**config.mk**
```make
export PLATFORM = sky130hd
export DESIGN_NAME = sram_port_arbiter_flat
export DESIGN_NICKNAME = d
export VERILOG_FILES = /design/src/rtl/sram_port_arbiter_if.sv /design/src/rtl/sram_port_arbiter.sv /design/src/flat_wrapper.sv
export SDC_FILE = /design/constraint.sdc
export NUM_CORES = 1
export LEC_CHECK = 0
export CORE_UTILIZATION = 24
export CTS_BUF_LIST = sky130_fd_sc_hd__clkbuf_16
export DETAILED_ROUTE_END_ITERATION = 8
export GPL_ROUTABILITY_DRIVEN = 0
export GPL_TIMING_DRIVEN = 0
export PLACE_DENSITY = 0.87
export SLEW_MARGIN = 40
export SYNTH_ARGS = -nofsm -noshare
export SYNTH_HDL_FRONTEND = slang
export SYNTH_SLANG_ARGS = --single-unit
```
**constraint.sdc**
```tcl
create_clock -name clk -period 1.4 [get_ports clk]
set_input_delay 0.14 -clock clk [delete_from_list [all_inputs] [get_ports clk]]
set_output_delay 0.14 -clock clk [all_outputs]
set_load 0.1 [all_outputs]
```
**src/rtl/sram_port_arbiter_if.sv**
```systemverilog
// rtl/sram_port_arbiter_if.sv - requester and SRAM signal bundle for sram_port_arbiter
//
// Purpose: groups the two requester ports, the shared read-data return and the
// SRAM-side access bus into one interface.
// Ports (modport slave = arbiter view, master = requester/SRAM environment view):
//   req0/req1, we0/we1, addr0/addr1, wdata0/wdata1  requester commands
//   gnt0/gnt1, rvalid0/rvalid1, rdata, owner         arbiter responses
//   mem_en, mem_we, mem_addr, mem_wdata              SRAM access strobe and command
//   mem_rdata                                        SRAM read data (one cycle after a read)
interface sram_port_arbiter_if #(
  parameter int WORD_SIZE = 8,
  parameter int ADDR_SIZE = 8
);
  logic                 req0, req1;
  logic                 we0, we1;
  logic [ADDR_SIZE-1:0] addr0, addr1;
  logic [WORD_SIZE-1:0] wdata0, wdata1;
  logic                 gnt0, gnt1;
  logic                 rvalid0, rvalid1;
  logic [WORD_SIZE-1:0] rdata;
  logic                 owner;
  logic                 mem_en, mem_we;
  logic [ADDR_SIZE-1:0] mem_addr;
  logic [WORD_SIZE-1:0] mem_wdata;
  logic [WORD_SIZE-1:0] mem_rdata;

  modport slave (
    input  req0, req1, we0, we1, addr0, addr1, wdata0, wdata1, mem_rdata,
    output gnt0, gnt1, rvalid0, rvalid1, rdata, owner,
           mem_en, mem_we, mem_addr, mem_wdata
  );

  modport master (
    output req0, req1, we0, we1, addr0, addr1, wdata0, wdata1, mem_rdata,
    input  gnt0, gnt1, rvalid0, rvalid1, rdata, owner,
           mem_en, mem_we, mem_addr, mem_wdata
  );
endinterface

```
**src/rtl/sram_port_arbiter.sv**
```systemverilog
// rtl/sram_port_arbiter.sv - two-port round-robin arbiter with burst cap for a single-port SRAM
//
// Purpose: shares one single-port SRAM between the CPU (port 0) and the
// loader/debug master (port 1). One access per clock, round-robin with a cap of
// MAX_BURST consecutive grants while the other port waits, read data routed back
// to the port that issued the read.
// Ports:
//   clk   system clock, all state changes on posedge
//   rst   synchronous active-low reset
//   bus   sram_port_arbiter_if.slave: requester commands in, gnt/rvalid/rdata/owner
//         out, SRAM access bus out, mem_rdata in
module sram_port_arbiter #(
  parameter int WORD_SIZE = 8,
  parameter int ADDR_SIZE = 8,
  parameter int MAX_BURST = 4,
  parameter int CNT_W     = 3
) (
  input  logic              clk,
  input  logic              rst,
  sram_port_arbiter_if.slave bus
);
  localparam logic [CNT_W-1:0] CAP = CNT_W'(MAX_BURST);

  typedef enum logic {ST_IDLE, ST_BUSY} state_t;

  state_t           state;
  logic             owner_q;
  logic [CNT_W-1:0] burst_cnt;
  logic             rvalid0_q, rvalid1_q;
  logic             gnt0, gnt1, any_gnt;

  // Grant decision. Under contention the owner keeps the bus only while it held
  // it last cycle and has not used up its burst; otherwise the other port wins,
  // which also covers the owner dropping its request (no idle bubble).
  always_comb begin
    gnt0 = 1'b0;
    gnt1 = 1'b0;
    if (rst) begin
      if (bus.req0 && bus.req1) begin
        if (state == ST_BUSY && burst_cnt < CAP) begin
          gnt0 = ~owner_q;
          gnt1 = owner_q;
        end else begin
          gnt0 = owner_q;
          gnt1 = ~owner_q;
        end
      end else begin
        gnt0 = bus.req0;
        gnt1 = bus.req1;
      end
    end
  end

  assign any_gnt = gnt0 | gnt1;

  always_ff @(posedge clk) begin
    if (!rst) begin
      state     <= ST_IDLE;
      owner_q   <= 1'b1;
      burst_cnt <= '0;
      rvalid0_q <= 1'b0;
      rvalid1_q <= 1'b0;
    end else begin
      rvalid0_q <= gnt0 & ~bus.we0;
      rvalid1_q <= gnt1 & ~bus.we1;
      if (!any_gnt) begin
        state     <= ST_IDLE;
        burst_cnt <= '0;
      end else begin
        state   <= ST_BUSY;
        owner_q <= gnt1;
        if (state == ST_BUSY && gnt1 == owner_q) begin
          if (burst_cnt != CAP) burst_cnt <= burst_cnt + 1'b1;
        end else begin
          burst_cnt <= CNT_W'(1);
        end
      end
    end
  end

  // rvalid is masked while reset is held so a read granted just before reset
  // never reports data to its requester.
  assign bus.rvalid0 = rvalid0_q & rst;
  assign bus.rvalid1 = rvalid1_q & rst;
  assign bus.rdata   = bus.mem_rdata;
  assign bus.owner   = owner_q;
  assign bus.gnt0    = gnt0;
  assign bus.gnt1    = gnt1;

  assign bus.mem_en    = any_gnt;
  assign bus.mem_we    = (gnt0 & bus.we0) | (gnt1 & bus.we1);
  assign bus.mem_addr  = gnt0 ? bus.addr0 : gnt1 ? bus.addr1 : {ADDR_SIZE{1'b0}};
  assign bus.mem_wdata = gnt0 ? bus.wdata0 : gnt1 ? bus.wdata1 : {WORD_SIZE{1'b0}};
endmodule

```
**src/flat_wrapper.sv**
```systemverilog
// flat-port wrapper written by rule: the top's interface ports become plain ports
module sram_port_arbiter_flat 
#(
  parameter int WORD_SIZE = 8,
  parameter int ADDR_SIZE = 8,
  parameter int MAX_BURST = 4,
  parameter int CNT_W     = 3
)
  (clk, rst, bus_req0, bus_req1, bus_we0, bus_we1, bus_addr0, bus_addr1, bus_wdata0, bus_wdata1, bus_mem_rdata, bus_gnt0, bus_gnt1, bus_rvalid0, bus_rvalid1, bus_rdata, bus_owner, bus_mem_en, bus_mem_we, bus_mem_addr, bus_mem_wdata);
  sram_port_arbiter_if #(.WORD_SIZE(WORD_SIZE), .ADDR_SIZE(ADDR_SIZE)) bus_i ();
  input  logic clk;
  input  logic rst;
  input wire logic [$bits(bus_i.req0)-1:0] bus_req0;
  input wire logic [$bits(bus_i.req1)-1:0] bus_req1;
  input wire logic [$bits(bus_i.we0)-1:0] bus_we0;
  input wire logic [$bits(bus_i.we1)-1:0] bus_we1;
  input wire logic [$bits(bus_i.addr0)-1:0] bus_addr0;
  input wire logic [$bits(bus_i.addr1)-1:0] bus_addr1;
  input wire logic [$bits(bus_i.wdata0)-1:0] bus_wdata0;
  input wire logic [$bits(bus_i.wdata1)-1:0] bus_wdata1;
  input wire logic [$bits(bus_i.mem_rdata)-1:0] bus_mem_rdata;
  output wire logic [$bits(bus_i.gnt0)-1:0] bus_gnt0;
  output wire logic [$bits(bus_i.gnt1)-1:0] bus_gnt1;
  output wire logic [$bits(bus_i.rvalid0)-1:0] bus_rvalid0;
  output wire logic [$bits(bus_i.rvalid1)-1:0] bus_rvalid1;
  output wire logic [$bits(bus_i.rdata)-1:0] bus_rdata;
  output wire logic [$bits(bus_i.owner)-1:0] bus_owner;
  output wire logic [$bits(bus_i.mem_en)-1:0] bus_mem_en;
  output wire logic [$bits(bus_i.mem_we)-1:0] bus_mem_we;
  output wire logic [$bits(bus_i.mem_addr)-1:0] bus_mem_addr;
  output wire logic [$bits(bus_i.mem_wdata)-1:0] bus_mem_wdata;
  assign bus_i.req0 = bus_req0;
  assign bus_i.req1 = bus_req1;
  assign bus_i.we0 = bus_we0;
  assign bus_i.we1 = bus_we1;
  assign bus_i.addr0 = bus_addr0;
  assign bus_i.addr1 = bus_addr1;
  assign bus_i.wdata0 = bus_wdata0;
  assign bus_i.wdata1 = bus_wdata1;
  assign bus_i.mem_rdata = bus_mem_rdata;
  assign bus_gnt0 = bus_i.gnt0;
  assign bus_gnt1 = bus_i.gnt1;
  assign bus_rvalid0 = bus_i.rvalid0;
  assign bus_rvalid1 = bus_i.rvalid1;
  assign bus_rdata = bus_i.rdata;
  assign bus_owner = bus_i.owner;
  assign bus_mem_en = bus_i.mem_en;
  assign bus_mem_we = bus_i.mem_we;
  assign bus_mem_addr = bus_i.mem_addr;
  assign bus_mem_wdata = bus_i.mem_wdata;
  sram_port_arbiter #(.WORD_SIZE(WORD_SIZE), .ADDR_SIZE(ADDR_SIZE), .MAX_BURST(MAX_BURST), .CNT_W(CNT_W)) u_core (.clk(clk), .rst(rst), .bus(bus_i));
endmodule
```
### Yosys cells after proc, flatten, opt, wreduce, memory -nomap -nowiden

Cells that the tools add are included.

* ROM bits: 0
* bits in writable memories: 0
* bits in registers: 7
* latch bits: 0
* memories kept: 0

* divide/modulo/power cells: 0
* shift operators: 0
* multiply operators: 0
* bitwise logic cells: 11
* equality and inequality tests: 3
* multiplexer cells: 13
* $lt $le $gt $ge: 1
* add/subtract/negate cells: 1
* reductions and logical operators: 5

Operators by type and width (count)
* $mux W8: 4
* $mux W1: 9
* $and A1 B1 Y1: 6
* $add A3 B1 Y3 const B: 1
* $logic_and A1 B1 Y1: 3
* $lt A3 B3 Y1 const B: 1
* $ne A3 B3 Y1 const B: 1
* $not A1 Y1: 3
* $reduce_and A3 Y1: 1
* $ne A2 B2 Y1 const B: 1
* $or A1 B1 Y1: 2
* $reduce_and A2 Y1: 1
* $eq A1 B1 Y1: 1

### Longest topological paths before layout

Gate-level depths: netlist of the first run.

* depth in word-level cells: 8
* depth in mapped cells: 6
* depth with buffers taken out: 5

### Worst setup path before layout of the first run

Ideal clock, no wire load.

* path kind: register -> output
* from: register u_core.owner_q, in the netlist u_core.bus.owner
* to: output port bus_mem_addr[0]
* buffers on the path: 1
* data required time: 1.260 ns
* cell stages (with the launch flop): 5
* setup slack: -1.507 ns
* arrival: 2.767 ns
* cells stage by stage: dfxtp_1 > xor2_2 > a21oi_4 > buf_4 > a22o_1

* cells in the longest elaborated chain, start to end: 6

Ends and longest elaborated chain
* start: declaration: line sram_port_arbiter.sv:27 `logic owner_q;`
* start signal: assignment: line sram_port_arbiter.sv:71 `owner_q <= gnt1;`
* $not A1 Y1: line sram_port_arbiter.sv:45 `gnt1 = ~owner_q;`
* $mux W1 (*): line sram_port_arbiter.sv:40 `if (state == ST_BUSY && burst_cnt < CAP) begin`
* $mux W1 (*): line sram_port_arbiter.sv:39 `if (bus.req0 && bus.req1) begin`
* $mux W1 (*): line sram_port_arbiter.sv:38 `if (rst) begin`
* via bus_gnt1: line flat_wrapper.sv:23 `output wire logic [$bits(bus_i.gnt1)-1:0] bus_gnt1;`
* $mux W8 (*) (2 in a row): line sram_port_arbiter.sv:92 `assign bus.mem_addr = gnt0 ? bus.addr0 : gnt1 ? bus.addr1 : {ADDR_SIZE{1'b0}};`
* end: declaration: line flat_wrapper.sv:30 `output wire logic [$bits(bus_i.mem_addr)-1:0] bus_mem_addr;`

Mark *: on every way through the listed nets, which the timed path passes. The rest lies on a longest branch.

### Final worst setup path of the first run

* from: register u_core.burst_cnt[2]
* to: output port bus_mem_wdata[4]

* cells in the longest elaborated chain, start to end: 7

Ends and longest elaborated chain
* start: declaration: line sram_port_arbiter.sv:28 `logic [CNT_W-1:0] burst_cnt;`
* start signal: assignment: line sram_port_arbiter.sv:73 `if (burst_cnt != CAP) burst_cnt <= burst_cnt + 1'b1;`
* $lt A3 B3 Y1 (*): line sram_port_arbiter.sv:40
* $logic_and A1 B1 Y1 (*): line sram_port_arbiter.sv:40
* $mux W1: line sram_port_arbiter.sv:40
* $mux W1: line sram_port_arbiter.sv:39
* $mux W1: line sram_port_arbiter.sv:38
* $mux W8: line sram_port_arbiter.sv:93 `assign bus.mem_wdata = gnt0 ? bus.wdata0 : gnt1 ? bus.wdata1 : {WORD_SIZE{1'b0}};`
* $mux W8 (*): line sram_port_arbiter.sv:93
* end: declaration: line flat_wrapper.sv:31 `output wire logic [$bits(bus_i.mem_wdata)-1:0] bus_mem_wdata;`

Every way passes the cells marked *; elsewhere a longest branch is shown, timed or not.

==> results of run 1 <==
what timing repair did:
item | in CTS | in global routing
hold buffers | 0 | 0
pin swaps | 0 | 1
endpoints found under the setup margin | 24 | 21
buffers inserted | 6 | 10
gates cloned | 1 | 1
gates resized for setup | 73 | 25
logic make-up after synthesis:
| logic type | Yosys count | synth area share [%] |
|---|---|---|
| buffers and inverters | 17 | 18.1 |
| AO/OA/AOI/OAI | 28 | 36.5 |
| AND/OR/NAND/NOR | 19 | 15.8 |
| XOR/XNOR | 2 | 3.90 |
| adder cells (fa/ha/maj) | 2 | 3.90 |
| flip-flops | 7 | 21.8 |
metrics by stage:
step	setup TNS (ns)	hold WS (ns)
floorplan	-4.96	0.212
global placement	-28.43	0.457
detailed placement	-12.61	0.476
CTS	-8.68	0.341
global route	-11.73	0.471
finish	-11.02	0.458
synth_stat cells:
| library cell | n |
|---|---|
| xnor2_1 | 1 |
| a21oi_1 | 2 |
| and2b_1 | 1 |
| a31oi_1 | 1 |
| and2_1 | 2 |
| o21ai_0 | 1 |
| nand3_1 | 3 |
| nand2b_1 | 1 |
| a22oi_1 | 1 |
| a21boi_1 | 1 |
| o211a_1 | 2 |
| buf_8 | 1 |
| nor2_1 | 1 |
| a22o_1 | 17 |
| a21boi_0 | 1 |
| dfxtp_1 | 7 |
| clkbuf_1 | 1 |
| a21oi_4 | 1 |
| nor2b_2 | 1 |
| buf_4 | 9 |
| nand3b_1 | 2 |
| nand2_1 | 7 |
| nor2b_1 | 1 |
| inv_1 | 5 |
| o21ai_1 | 1 |
| xor2_2 | 1 |
| buf_6 | 1 |
| ha_1 | 2 |
layout by cell type (no fill, tap or decap), types with 3 or more instances in the layout:
cell type        Yosys  final
clkdlybuf4s50_1      0     34
dfxtp_1              7      4
buf_2                0     11
nand2_1              7      7
nand3_1              3      3
inv_1                5      6
clkbuf_16            0      4
buf_12               0     20
a22o_4               0     16
buf_4                9     21
buf_6                1      4
how the worst max path moves through the flow:
| stage | cells after the start | start | slack [ns] | endpoint |
|---|---|---|---|---|
| 3_3_place_gp | 6 | rst | -1.39 | bus_mem_wdata[6] |
| 6_report | 7 | u_core.burst_cnt[2]$_SDFFE_PN0N_ | -0.61 | bus_mem_wdata[4] |
| 4_1_cts | 7 | u_core.state$_SDFF_PN0_ | -0.51 | bus_mem_wdata[5] |
| 3_5_place_dp | 6 | rst | -0.71 | bus_mem_wdata[5] |
| 5_1_grt | 7 | u_core.state$_SDFF_PN0_ | -0.65 | bus_mem_wdata[4] |
| 2_1_floorplan | 5 | u_core.bus.owner$_SDFFE_PN1P_ | -0.31 | bus_mem_addr[0] |
sequential cells by signal (all words and copies together) (netlist names):
signal / flops
u_core.rvalid0_q: 1
u_core.state: 1
u_core.bus.owner: 1
u_core.burst_cnt: 3
u_core.rvalid1_q: 1
power by group through the flow:
stage,Clock (mW),Combinational (mW),Sequential (mW)
floorplan,0,0.585,0.238
global placement,0,0.828,0.223
detailed placement,0,0.780,0.224
CTS,0.483,0.932,0.219
global route,0.493,1.08,0.221
finish,0.484,1.05,0.221
routing by layer:
layer / wire [um] / GRT usage, % / share of wire [%] / vias to the layer above
li1: - / - / - / 438
met3: 421 / 8.76 / 10 / 15
met1: 1580 / 24.8 / 39 / 463
met5: 0 / 0 / 0 / -
met4: 140 / 15.8 / 3.4 / 0
met2: 1940 / 42.2 / 48 / 73
layout make-up:
type / instances / area share [%]
multi-input combinational: 51 / 28.9
inverter: 5 / 0.984
buffer: 12 / 6.04
clock buffer: 3 / 3.94
timing repair buffer: 83 / 50.2
clock inverter: 1 / 0.197
sequential: 7 / 7.81
tap: 30 / 1.97
worst max-delay path: cells and delay by family, from the launching register on:
kind                      cells  cell delay [ns]
AOI/OAI and AO/OA             2             0.50
xor gates and xnor gates      1             0.12
buffers and inverters         3             0.48
DFF                           1             0.34
and+or+nand+nor               1             0.19
==> impl_results.md, run 1 <==
* WHS Endpoint: u_core.bus.owner$_SDFFE_PN1P_
* Internal cell power at 1.00 mW
* Clk root buf: clkbuf_16
* Largest net degree at the start of global routing at 11
* Place WS at -0.705 ns
* Critical Path RT at 1.26 ns
* Reg clk slew, reported paths at 0.04 ns
* DRC at 0
* Max-cap viol count at 0
* R2R Setup Slk at -0.11 ns
* Min-delay worst type: primary input to register
* Total GRT Usage at 24.5%
* R2R depth at 6
* # rows at 18
* Design area at 1910 um^2
* Worst setup slack after layout at -0.615 ns
* Wirelength per Cell at 21.2 um
* # fillers at 122
* Routed WL at 4070 um
* Post-Route Skew at 0.000403 ns
* Max frequency at 496 MHz
* DIE AREA at 2890 um^2
* Via count at 989
* Sequential share of power at 12.6%
* Fin nets at 211
* H-Tree Depth at 1
* Crit path max fanout at 6
* Clk buf depth at 2
* Sink Count at 7
* # IOs at 77
* Share of cells above drive strength 1 at 52.5%
* Fin. max-slew vios at 0
* Leading post-synthesis cells by cell area: a22o_1, dfxtp_1, buf_4
* CP Capture Type: primary output
* Drt first pass iters at 4
* VDD IR max at 0.688 mV
* Crit-path cells: nor2b_4 -> xor2_4 -> o211a_1 -> buf_6 -> clkbuf_16 -> a22o_4 -> buf_12
* Switching power at 0.752 mW
* Cts bufs inserted at 3
* Sequential-to-total area share from yosys stat at 21.8%
* Pwr Total at 1.75 mW
* Utilization after layout at 76.3%
* Non-filler instance count after layout at 192
* Multi-input logic area at 551 um^2
* RSZ-0062 raised after global routing: true
* Worst Setup Start Kind: register
* Hold path cells at 2
* Core Box Area at 2500 um^2
* Grt ovf at 0
* Post-Syn Area at 642 um^2
* First-pass GRT wire length at 4750 um
* Yosys reg bits at 7
* Max incr delay on CP at 0.34 ns
* Slowest CP cell: dfxtp_4
* Slew headroom at 66.2%
* Worst r2r src: u_core.burst_cnt[2]$_SDFFE_PN0N_
* Fin crit share at 144%
* Cell Pwr Density at 920 nW/um^2
* Kind of critical path: register to primary output
* Worst Path Arrival at 1.87 ns
* Hold Crit Start: rst
* Failing checks: setup timing
* Netlist cell types at 28
* LEAKAGE at 0.895 nW
* Worst Max-Slew Pin Slew at 0.510 ns
* Worst skew pair latency at 0.23 ns
* RR Endpoint: u_core.rvalid0_q$_SDFF_PN0_
* PortBufs at 67
* Post-DRT Antenna Nets at 0
* Via density at 5.15
* Combinational Power Share at 59.9%
* Synth top area share at 23.2%
* Ant diodes at 0
* Dpl cells at 172
* Reg area at 149 um^2
* Yosys warning count at 0
* Detail Placement HPWL at 1910 um
* Initial antenna violation count at 0
* Post-Syn Instances at 75
* Clock network fraction of total power at 27.6%
* Net switching share of the total power at 42.8%
* Placed cell areas at 1320 um^2
* Mapped Nets at 123
* Yosys top cell by area: a22o_1
* Outcome: complete, but fails checks
* Initial core utilization at 25.7%
* Synthesized area per cell at 8.56 um^2
* # setup viols final at 20
* Vias in the first global route at 979
* Iter 0 DRT Violations at 33
* Die width at 53.7 um
* Die height at 53.7 um
* Final Hold Fails at 0
* CTS tree: done
* Final Critical Period at 2.01 ns
* Area grow syn2layout at 197%
(Power assumes the default switching activity.)
==> run 2: changes to the inputs <==
PLACE_DENSITY = 0.77   (was 0.87)
==> impl_results.md, run 2 (synthesis results as in run 1) <==
* Largest register by flop count: u_core.burst_cnt
* CTS tree: done
* Total GRT Usage at 22.6% (-2.0 points)
* TNS Setup at -9.66 ns (+1.36 ns)
* Slowest CP cell: dfxtp_4
* Max incr delay on CP at 0.35 ns (about the same)
* Crit-path cells: nor2b_4 -> xor2_4 -> o211a_1 -> buf_6 -> buf_12 -> a22o_4 -> buf_12
* Drt first pass iters at 4 (unchanged)
* Critical Path Most Common Cell: buf_12
* Via count at 932 (-5.8%)
* Commonest non-fill, non-tap cells in the layout: clkdlybuf4s50_1, buf_12, buf_4, a22o_4, buf_2
* Die height at 53.7 um (unchanged)
* Final hold slack at 0.426 ns (-0.0316 ns)
* LEAKAGE at 0.846 nW (-5.5%)
* PortBufs at 67 (unchanged)
* Design area at 1820 um^2 (-4.7%)
* Core Box Area at 2500 um^2 (unchanged)
* Detail Placement HPWL at 1810 um (-5.3%)
* Max reg flops at 3 (unchanged)
* Kind of critical path: register to primary output
* Largest net degree at the start of global routing at 11 (unchanged)
* VDD IR max at 0.908 mV (+32%)
* Worst Setup Start Kind: register
* Wirelength per Cell at 18.7 um (-12%)
* R2R depth at 6 (unchanged)
* Placed cell areas at 1320 um^2 (unchanged)
* Fin nets at 206 (-2.4%)
* DIE AREA at 2890 um^2 (unchanged)
* # IOs at 77 (unchanged)
* Initial core utilization at 25.7% (unchanged)
* Slew headroom at 67.7% (+1.4 points)
* Iter 0 DRT Violations at 8 (-76%)
* RSZ-0062 raised after global routing: true
* Fin. max-slew vios at 0 (unchanged)
* Max-cap viol count at 0 (unchanged)
* Outcome: complete, but fails checks
* DRC at 0 (unchanged)
* CTS Hold Bufs at 0 (unchanged)
* Non-filler instance count after layout at 187 (-2.6%)
* Critical Path RT at 1.26 ns (about the same)
* # setup viols final at 21 (+5.0%)
* Worst Max-Slew Pin Slew at 0.488 ns (-0.0215 ns)
* Initial antenna violation count at 0 (unchanged)
* Routed WL at 3490 um (-14%)
* # rows at 18 (unchanged)
* Failing checks: setup timing
* Max frequency at 518 MHz (+4.4%)
* Final Hold Fails at 0 (unchanged)
* Final Critical Period at 1.93 ns (-0.0849 ns)
* Post-DRT Antenna Nets at 0 (unchanged)
* Utilization after layout at 72.7% (-3.6 points)
* Fin crit share at 138% (-6.1 points)
* Post-Route Skew at 0.00178 ns (+0.00138 ns)
* Area grow syn2layout at 183%
* Grt ovf at 0 (unchanged)
* Dpl cells at 172 (unchanged)
* H-Tree Depth at 1 (unchanged)
* Ant diodes at 0 (unchanged)
* Crit path max fanout at 10 (+4)
* Commonest non-fill, non-tap cell in the layout: clkdlybuf4s50_1
* Share of cells above drive strength 1 at 50.3% (-2.2 points)
* Worst skew pair latency at 0.24 ns (about the same)
* Die width at 53.7 um (unchanged)
* CP Capture Type: primary output
* Clk buf depth at 2 (unchanged)
* Cts bufs inserted at 3 (unchanged)
* Sink Count at 7 (unchanged)
* Cell Pwr Density at 950 nW/um^2 (+3.3%)
* Worst Path Arrival at 1.79 ns (-0.08 ns)
* Place WS at -0.691 ns (+0.0143 ns)
* First-pass GRT wire length at 4460 um (-6.1%)
* Vias in the first global route at 921 (-5.9%)
* Pwr Total at 1.73 mW (-1.6%)
* Reg clk slew, reported paths at 0.04 ns (about the same)
* Hold path cells at 4 (+2)
* Via density at 4.98 (-3.2%)
* Worst setup slack after layout at -0.530 ns (+0.0849 ns)
* Min-delay worst type: primary input to register
* Clk root buf: clkbuf_16
run 2: changes by cell type in the layout (fill, tap and decap cells not counted), moves of 2 or more:
cell and delta:
buf_4 -4, buf_8 +3, a22o_4 -2, a22o_2 +2
run 2: report_power, final:
part	internal (mW)	switching, mW
sequential	0.208	0.0121
combinational	0.395	0.606
clock	0.374	0.131
total	0.977	0.749
run 2: timing repair:
item / 4_1_cts / 5_1_grt
resized for setup: 78 / 7
cloned: 1 / 0
setup endpoints to repair: 23 / 21
pin swaps: 1 / 0
setup buffers: 5 / 6
run 2: final cells by class:
class / instances / area (um^2)
repair buffers: 78 / 890
fillers: 158 / 683
multi-input cells: 51 / 528
flip-flops and latches: 7 / 149
plain buffers: 12 / 115
clock buffers: 3 / 75.1
well taps: 30 / 37.5
inverters: 5 / 18.8
clock inverters: 1 / 3.75
run 2: routing by layer:
metal	share of wire, %	global-route usage (%)	vias to the layer above
li1	-	-	430
met3	8.4	8.76	7
met2	54	39.1	55
met4	2.7	11.8	0
met5	0	0	-
met1	35	23.2	440
run 2: critical path: cells and delay by family, from the launching register on:
| kind | cells | cell delay, ns |
|---|---|---|
| and+or+nand+nor | 1 | 0.19 |
| buffers and inverters | 3 | 0.44 |
| xor gates and xnor gates | 1 | 0.11 |
| DFF | 1 | 0.35 |
| AOI/OAI and AO/OA | 2 | 0.47 |
run 2: final timing paths:
check                                     endpoint                             start  slack [ns]
setup / recovery                  bus_mem_wdata[5]  u_core.burst_cnt[2]$_SDFFE_PN0N_       -0.53
hold / removal    u_core.burst_cnt[1]$_SDFFE_PN0N_                          bus_req1        0.43
setup reg to reg       u_core.rvalid0_q$_SDFF_PN0_  u_core.burst_cnt[2]$_SDFFE_PN0N_       -0.02
hold reg to reg   u_core.burst_cnt[1]$_SDFFE_PN0N_  u_core.burst_cnt[1]$_SDFFE_PN0N_        0.49
